File: src/rtl/matrix_pkg.sv
// Shared constants, stream FSM states and a flat-vector element accessor
// for the matrix_mul family (operand side, multiplier, result streamer).
package matrix_pkg;

  localparam int ELEM_W = 32;
  localparam int N_ELEM = 16;

  typedef enum logic [1:0] {
    IDLE   = 2'd0,
    STREAM = 2'd1,
    CSUM   = 2'd2
  } state_t;

  // Element 0 sits in the MSBs of the flat vector.
  function automatic logic [ELEM_W-1:0] get_elem(input logic [ELEM_W*N_ELEM-1:0] vec,
                                                 input int unsigned k);
    return vec[ELEM_W*(N_ELEM-1-int'(k)) +: ELEM_W];
  endfunction

endpackage

File: src/rtl/matrix_result_streamer.sv
// Captures a flat matrix_mul result and streams it one element per beat.
// Define MATRIX_STREAM_CHECKSUM_EN to append a modulo-2^ELEM_W sum beat.
module matrix_result_streamer #(
  parameter int ELEM_W = matrix_pkg::ELEM_W,
  parameter int N_ELEM = matrix_pkg::N_ELEM
) (
  input  logic                     clk,
  input  logic                     reset,
  input  logic                     load,
  input  logic [ELEM_W*N_ELEM-1:0] result_in,
  output logic                     busy,
  output logic [ELEM_W-1:0]        out_data,
  output logic [3:0]               out_index,
  output logic                     out_valid,
  input  logic                     out_ready,
  output logic                     out_last,
  output logic                     done
);
  import matrix_pkg::*;

  localparam logic [3:0] LAST_IDX = 4'(N_ELEM-1);

  state_t                     state_q, state_d;
  logic [3:0]                 idx_q, idx_d;
  logic [ELEM_W*N_ELEM-1:0]   frame_q, frame_d;
  logic                       done_q, done_d;
  logic                       hs;
`ifdef MATRIX_STREAM_CHECKSUM_EN
  logic [ELEM_W-1:0]          csum_q, csum_d, csum_in;

  // Sum is formed from the live input at capture so the extra beat costs no latency.
  always_comb begin
    csum_in = '0;
    for (int k = 0; k < N_ELEM; k++) csum_in = csum_in + result_in[ELEM_W*k +: ELEM_W];
  end
`endif

  always_ff @(posedge clk or posedge reset) begin
    if (reset) begin
      state_q <= IDLE;
      idx_q   <= '0;
      frame_q <= '0;
      done_q  <= 1'b0;
`ifdef MATRIX_STREAM_CHECKSUM_EN
      csum_q  <= '0;
`endif
    end else begin
      state_q <= state_d;
      idx_q   <= idx_d;
      frame_q <= frame_d;
      done_q  <= done_d;
`ifdef MATRIX_STREAM_CHECKSUM_EN
      csum_q  <= csum_d;
`endif
    end
  end

  assign hs = out_valid & out_ready;

  always_comb begin
    state_d = state_q;
    idx_d   = idx_q;
    frame_d = frame_q;
    done_d  = 1'b0;
`ifdef MATRIX_STREAM_CHECKSUM_EN
    csum_d  = csum_q;
`endif
    case (state_q)
      IDLE: begin
        if (load) begin
          frame_d = result_in;
          idx_d   = '0;
          state_d = STREAM;
`ifdef MATRIX_STREAM_CHECKSUM_EN
          csum_d  = csum_in;
`endif
        end
      end
      STREAM: begin
        if (hs) begin
          if (idx_q == LAST_IDX) begin
            idx_d = '0;
`ifdef MATRIX_STREAM_CHECKSUM_EN
            state_d = CSUM;
`else
            state_d = IDLE;
            done_d  = 1'b1;
`endif
          end else begin
            idx_d = idx_q + 4'd1;
          end
        end
      end
      CSUM: begin
        if (hs) begin
          state_d = IDLE;
          done_d  = 1'b1;
        end
      end
      default: state_d = IDLE;
    endcase
  end

  // Everything below decodes registered state only; out_ready never reaches out_valid.
  always_comb begin
    busy      = (state_q != IDLE);
    out_valid = (state_q == STREAM) || (state_q == CSUM);
    out_data  = '0;
    out_index = '0;
    out_last  = 1'b0;
    done      = done_q;
    case (state_q)
      STREAM: begin
        out_data  = frame_q[ELEM_W*(N_ELEM-1-int'(idx_q)) +: ELEM_W];
        out_index = idx_q;
`ifndef MATRIX_STREAM_CHECKSUM_EN
        out_last  = (idx_q == LAST_IDX);
`endif
      end
`ifdef MATRIX_STREAM_CHECKSUM_EN
      CSUM: begin
        out_data = csum_q;
        out_last = 1'b1;
      end
`endif
      default: ;
    endcase
  end

endmodule

File: config.mk
export PLATFORM = sky130hd
export DESIGN_NAME = matrix_result_streamer
export DESIGN_NICKNAME = d
export VERILOG_FILES = /design/src/rtl/matrix_pkg.sv /design/src/rtl/matrix_result_streamer.sv
export SDC_FILE = /design/constraint.sdc
export NUM_CORES = 1
export LEC_CHECK = 0
export ABC_AREA = 1
export BUFFER_PORTS_ARGS = -buffer_cell sky130_fd_sc_hd__clkbuf_2
export CORE_UTILIZATION = 30
export DETAILED_ROUTE_END_ITERATION = 8
export PLACE_DENSITY = 0.6
export SYNTH_ARGS = -nofsm -noshare
export SYNTH_HDL_FRONTEND = slang
export SYNTH_SLANG_ARGS = --single-unit
File: constraint.sdc
create_clock -name clk -period 21.4 [get_ports clk]
set_input_delay 4.28 -clock clk [delete_from_list [all_inputs] [get_ports clk]]
set_output_delay 4.28 -clock clk [all_outputs]
set_load 0.01 [all_outputs]
==> qor.yml, run 1 <==
fin_cells: 4943
cp.required_ns: 17.12
cts-resized-gates: 0
rr_endpoint: "frame_q[54]"
syn_area_per_cell_sq_um: 7.37
viasPerCell: 4.75
total_power_mw: 4.80
whs_ns: 0.477
finalSetupViolCount: 0
holdBufCountCts: 0
grt_pass1_vias: 22665
fin_util: 0.368
worstSetupPathType: "reg -> out"
vdd_drop_max_uv: 92.0
cap_violations: 0
p_comb_frac: 0.434
startpoint_type: "flip-flop"
routedWlPerCell_um: 21.4
max_freq_ghz: 0.116
cts_setup_buffers: 0
p_per_area_nw_per_um2: 158
grt_pass1_wl_mm: 152
p_sw_mw: 2.11
rows: 105
tightestPinTransition_ns: 1.21
core_area_sq_um: 82200
tns_ns: 0
syn_inst: 3392
dp.final_hpwl_mm: 77.4
nets: 4327
grt_max_degree: 245
drtIter0Drc: 1999
clock_skew_ns: 0.0242
cp.arrival_ns: 4.33
yosys_warnings: 0
r2r-start: "state_q[0]"
dieArea_sq_um: 84500
ys_types: 19
dr_total_vias: 23475
cp_slowest_stage_delay_ns: 0.89
min_path_type: "reg -> reg"
p_sw_frac: 0.439
crit_path_top_delay_cell: "dfrtp_4"
status: "completed"
postRouteAntennaNets: 0
clk_latency_ns: 0.64
synth_top_area_share: 0.519
clockPowerShare: 0.216
power.internal_mw: 2.69
rsz0062_at_grt: "false"
cp_max_fo: 218
endpoint_kind: "output port"
rrSetupSlack_ns: 16.20
dp.cells: 4819
syn_to_final_growth_pct: 21.3
r2r_cells: 8
synth_fp_nets: 3909
hold_viol: 0
final_cell_mix: "1,253 x nand2_1, 555 x clkbuf_2, 515 x dfrtp_1, 408 x inv_1, 340 x nand3_1"
final_layout_size_suffix_gt1_frac: 0.178
ys_seq_area_frac: 0.519
synth_area_leaders: "dfrtp_1 52%, nand2_1 19%, nand3_1 6.8%"
initial_utilization: 0.304
fp.dieW_um: 291
io_buffers: 555
drc: 0
crit_end: "out_data[23]"
leakage_nw: 15.7
grtUsageTotal: 0.246
wl_mm: 106
crit_start: "idx_q[0]"
period_share: 0.403
layout.cells.most_common: "nand2_1"
antenna_found_initial: 36
slew_headroom: 0.193
cts_tree: "yes"
cts_buffers: 59
cts_root_buf: "clkbuf_16"
first_pass_iters: 6
gp_congestion: 0.890
pin_count: 556
clk_pin_slew_ns: 0.06
clock-sinks: 518
die_y_um: 291
yosys.area.top_type: "dfrtp_1"
grt_overflow: 0
period_needed_ns: 8.61
syn_area_sq_um: 25000
crit_chain: "buf_12 -> buf_4 -> nor2_1 -> nor2_1 -> nand2_1 -> nand3_1 -> nand3_1 -> a21oi_1 -> clkbuf_2"
ys_ff_latch: 518
cts_buffer_depth: 3
maxSlewViolCount: 0
seqPwrFrac: 0.350
htreeDepth: 2
## per-layer routing
metal / vias to the layer above / wire length [um] / GRT usage
met4: 30 / 4930 / 0.113
met5: - / 189 / 0
met3: 204 / 9570 / 0.0718
li1: 11321 / - / -
met2: 893 / 46300 / 0.372
met1: 11027 / 44800 / 0.325
## cell families after synthesis
logic type / count (synthesis) / share of synthesized area
AOI/OAI and AO/OA: 466 / 0.0935
adders and majority gates: 1 / 0.000501
buffers and inverters: 639 / 0.105
DFF: 518 / 0.519
and+or+nand+nor: 1768 / 0.283
## critical path, delay by kind of cell, from the launching register on
| kind | cells | cell delay (ns) |
|---|---|---|
| and+or+nand+nor | 5 | 0.56 |
| buffers and inverters | 3 | 1.81 |
| AOI/OAI and AO/OA | 1 | 0.38 |
| DFF | 1 | 0.89 |
## area by class of cell
cell class / instances / area [sq um]
fillers: 8751 / 51900
multi-input cells: 2235 / 9420
clock inverters: 25 / 258
clock buffers: 84 / 1700
flip-flops and latches: 518 / 13000
diodes: 15 / 37.5
inverters: 415 / 1580
repair buffers: 581 / 3000
well taps: 1070 / 1340
## cells in the mapped netlist
| cell type | count |
|---|---|
| a211oi_1 | 1 |
| a21oi_1 | 33 |
| buf_1 | 9 |
| buf_2 | 129 |
| buf_4 | 6 |
| buf_6 | 4 |
| clkbuf_1 | 76 |
| clkinv_1 | 1 |
| dfrtp_1 | 518 |
| ha_1 | 1 |
| inv_1 | 410 |
| inv_2 | 4 |
| nand2_1 | 1253 |
| nand2_2 | 1 |
| nand3_1 | 340 |
| nor2_1 | 174 |
| o21ai_0 | 189 |
| o21ai_1 | 242 |
| o22ai_1 | 1 |
## power by group through the flow
| stage | clock network (mW) | logic [mW] | registers (mW) |
|---|---|---|---|
| 3_3_place_gp | 0 | 2.07 | 1.68 |
| 4_1_cts | 1.05 | 2.09 | 1.68 |
| 5_1_grt | 1.09 | 2.32 | 1.73 |
| 2_1_floorplan | 0 | 1.31 | 1.60 |
| 3_5_place_dp | 0 | 2.08 | 1.69 |
| 6_report | 1.03 | 2.08 | 1.68 |
## sequential cells by signal, summed over array words and instances, names as in the netlist
register  count
idx_q         4
state_q       1
frame_q     512
done          1
## per-stage QoR
step                worst slack (ns)  area, sq um
floorplan                       2.65        25000
global placement               13.16        28300
detailed placement             13.05        28300
CTS                            12.52        30300
global route                   12.39        30300
finish                         12.79        30300
## how the worst min path moves through the flow
| stage | from | to | cells past startpoint |
|---|---|---|---|
| 5_1_grt | frame_q[168] | frame_q[168] | 2 |
| 3_5_place_dp | frame_q[107] | frame_q[107] | 2 |
| 3_3_place_gp | frame_q[194] | frame_q[194] | 2 |
| 6_report | frame_q[214] | frame_q[214] | 2 |
| 4_1_cts | frame_q[216] | frame_q[216] | 2 |
| 2_1_floorplan | frame_q[193] | frame_q[193] | 2 |
(Power assumes the default switching activity.)
==> inputs of run 2 (changes only) <==
--- a/config.mk
+++ b/config.mk
@@ -9,7 +9,7 @@
 export BUFFER_PORTS_ARGS = -buffer_cell sky130_fd_sc_hd__clkbuf_2
 export CORE_UTILIZATION = 30
 export DETAILED_ROUTE_END_ITERATION = 8
-export PLACE_DENSITY = 0.6
+export PLACE_DENSITY = 0.62
 export SYNTH_ARGS = -nofsm -noshare
 export SYNTH_HDL_FRONTEND = slang
 export SYNTH_SLANG_ARGS = --single-unit
==> constraint.sdc (replaced) <==
create_clock -name clk -period 7.6 [get_ports clk]
set_input_delay 1.52 -clock clk [delete_from_list [all_inputs] [get_ports clk]]
set_output_delay 1.52 -clock clk [all_outputs]
set_load 0.01 [all_outputs]
==> qor.yml, run 2 (synthesized netlist as in run 1, its figures left out) <==
finalSetupViolCount: 0  # unchanged
crit_end: "out_data[27]"  # was out_data[23]
r2r-start: "state_q[0]"  # unchanged
rr_endpoint: "frame_q[274]"  # was frame_q[54]
worst_slack_ns: 2.02  # was 12.79 ns
grt_overflow: 0  # unchanged
pin_count: 556  # unchanged
final_layout_size_suffix_gt1_frac: 0.180  # was 0.178
cts_buffers: 59  # unchanged
leakage_nw: 15.8  # was 15.7 nW
maxSlewViolCount: 0  # unchanged
fin_cells: 4942  # was 4,943
routedWlPerCell_um: 21.3  # was 21.4 um
drc: 0  # unchanged
min_path_type: "reg -> reg"  # unchanged
fin_util: 0.371  # was 0.368
period_share: 0.735
placed_area_sq_um: 28400  # was 28,300 sq um
r2r_cells: 6  # was 8
max_freq_ghz: 0.179
dp.final_hpwl_mm: 78.0  # was 77.4 mm
clk_pin_slew_ns: 0.06  # about the same
grtUsageTotal: 0.245  # was 0.246
grt_pass1_vias: 23220  # was 22,665
rsz0062_at_grt: "false"  # unchanged
nets: 4330  # was 4,327
gp_congestion: 0.911  # was 0.890
cts_root_buf: "clkbuf_16"  # unchanged
drtIter0Drc: 1997  # was 1,999
cp_max_fo: 89  # was 218
layout.cells.most_common: "nand2_1"  # unchanged
dp.cells: 4822  # was 4,819
slew_headroom: 0.202  # was 0.193
die_y_um: 291  # unchanged
worstSetupPathType: "reg -> out"  # unchanged
cts-resized-gates: 0  # unchanged
cts_tree: "yes"  # unchanged
grt_pass1_wl_mm: 153  # was 152 mm
dr_total_vias: 23514  # was 23,475
startpoint_type: "flip-flop"  # unchanged
clock-sinks: 518  # unchanged
status: "completed"  # unchanged
fp.dieW_um: 291  # unchanged
p_per_area_nw_per_um2: 452  # was 158 nW/um^2
initial_utilization: 0.304  # unchanged
final_cell_mix: "1,253 x nand2_1, 555 x clkbuf_2, 515 x dfrtp_1, 408 x inv_1, 340 x nand3_1"  # unchanged
cp.arrival_ns: 4.06  # was 4.33 ns
rrSetupSlack_ns: 4.47  # was 16.20 ns
largest_registers: "frame_q: 512 flops, idx_q: 4 flops"  # unchanged
wl_mm: 105  # was 106 mm
postRouteAntennaNets: 0  # unchanged
dp_slack_ns: 2.69  # was 13.05 ns
dieArea_sq_um: 84500  # unchanged
crit_start: "idx_q[0]"  # unchanged
cap_violations: 0  # unchanged
tns_ns: 0  # unchanged
tightestPinTransition_ns: 1.20  # was 1.21 ns
htreeDepth: 2  # unchanged
period_needed_ns: 5.58
clock_skew_ns: 0.0112  # was 0.0242 ns
clk_latency_ns: 0.62  # was 0.64 ns
io_buffers: 555  # unchanged
cts_setup_buffers: 0  # unchanged
core_area_sq_um: 82200  # unchanged
fillers: 8738  # was 8,751
grt_max_degree: 171  # was 245
endpoint_kind: "output port"  # unchanged
total_power_mw: 13.8  # was 4.80 mW
largest_reg_flops: 512  # unchanged
whs_ns: 0.478  # was 0.477 ns
cts_buffer_depth: 3  # unchanged
antenna_found_initial: 20  # was 36
fin_area_sq_um: 30500  # was 30,300 sq um
hold_viol: 0  # unchanged
top_register: "frame_q"  # unchanged
holdBufCountCts: 0  # unchanged
cp.required_ns: 6.08  # was 17.12 ns
syn_to_final_growth_pct: 22.1  # was 21.3%
first_pass_iters: 6  # unchanged
viasPerCell: 4.76  # was 4.75
vdd_drop_max_uv: 174  # was 92.0 uV
rows: 105  # unchanged
-- run 2: cell count changes in the layout (fill, tap and decap cells not counted), sizes merged --
cell | before | now
diode | 15 | 9
bufinv | 4 | 8
buf | 26 | 29
clkbuf | 639 | 636
clkinvlp | 1 | 3
clkinv | 21 | 20
-- run 2: per-layer routing --
metal / up-vias / GRT usage / share of wire
met5: - / 0 / 0.00069
met4: 12 / 0.0774 / 0.030
met3: 140 / 0.0475 / 0.070
met2: 852 / 0.397 / 0.47
met1: 11184 / 0.330 / 0.43
li1: 11326 / - / -
-- run 2: cell type report --
class                      count  area [sq um]  area share
multi-input combinational   2235          9420       0.309
antenna                        9          22.5    0.000738
timing repair buffer         584          3100       0.101
sequential                   518         13000       0.425
clock buffer                  81          1700      0.0557
tap                         1070          1340      0.0439
clock inverter                30           389      0.0128
inverter                     415          1580      0.0517
-- run 2: critical path, cell delays in order (launching register included) --
cell and delay, ns:
dfrtp_4 1.12, inv_6 0.50, buf_12 0.35, nand2_1 0.10, nand3_1 0.07, nand3_1 0.15, nand3_1 0.24, a21oi_1 0.51
clkbuf_2 0.23
-- run 2: power breakdown --
group | switching, mW | total (mW) | internal [mW] | leakage, nW
Combinational | 4.20 | 5.97 | 1.77 | 8.72
Sequential | 0.598 | 4.72 | 4.13 | 6.01
Clock | 1.24 | 3.08 | 1.84 | 1.03
-- run 2: how the worst min path moves through the flow --
stage / from / end / cells after the start / slack (ns)
2_1_floorplan: frame_q[193] / frame_q[193] / 2 / 0.45
3_3_place_gp: frame_q[212] / frame_q[212] / 2 / 0.46
3_5_place_dp: frame_q[104] / frame_q[104] / 2 / 0.47
4_1_cts: frame_q[112] / frame_q[112] / 2 / 0.48
5_1_grt: frame_q[194] / frame_q[194] / 2 / 0.50
6_report: frame_q[59] / frame_q[59] / 2 / 0.48
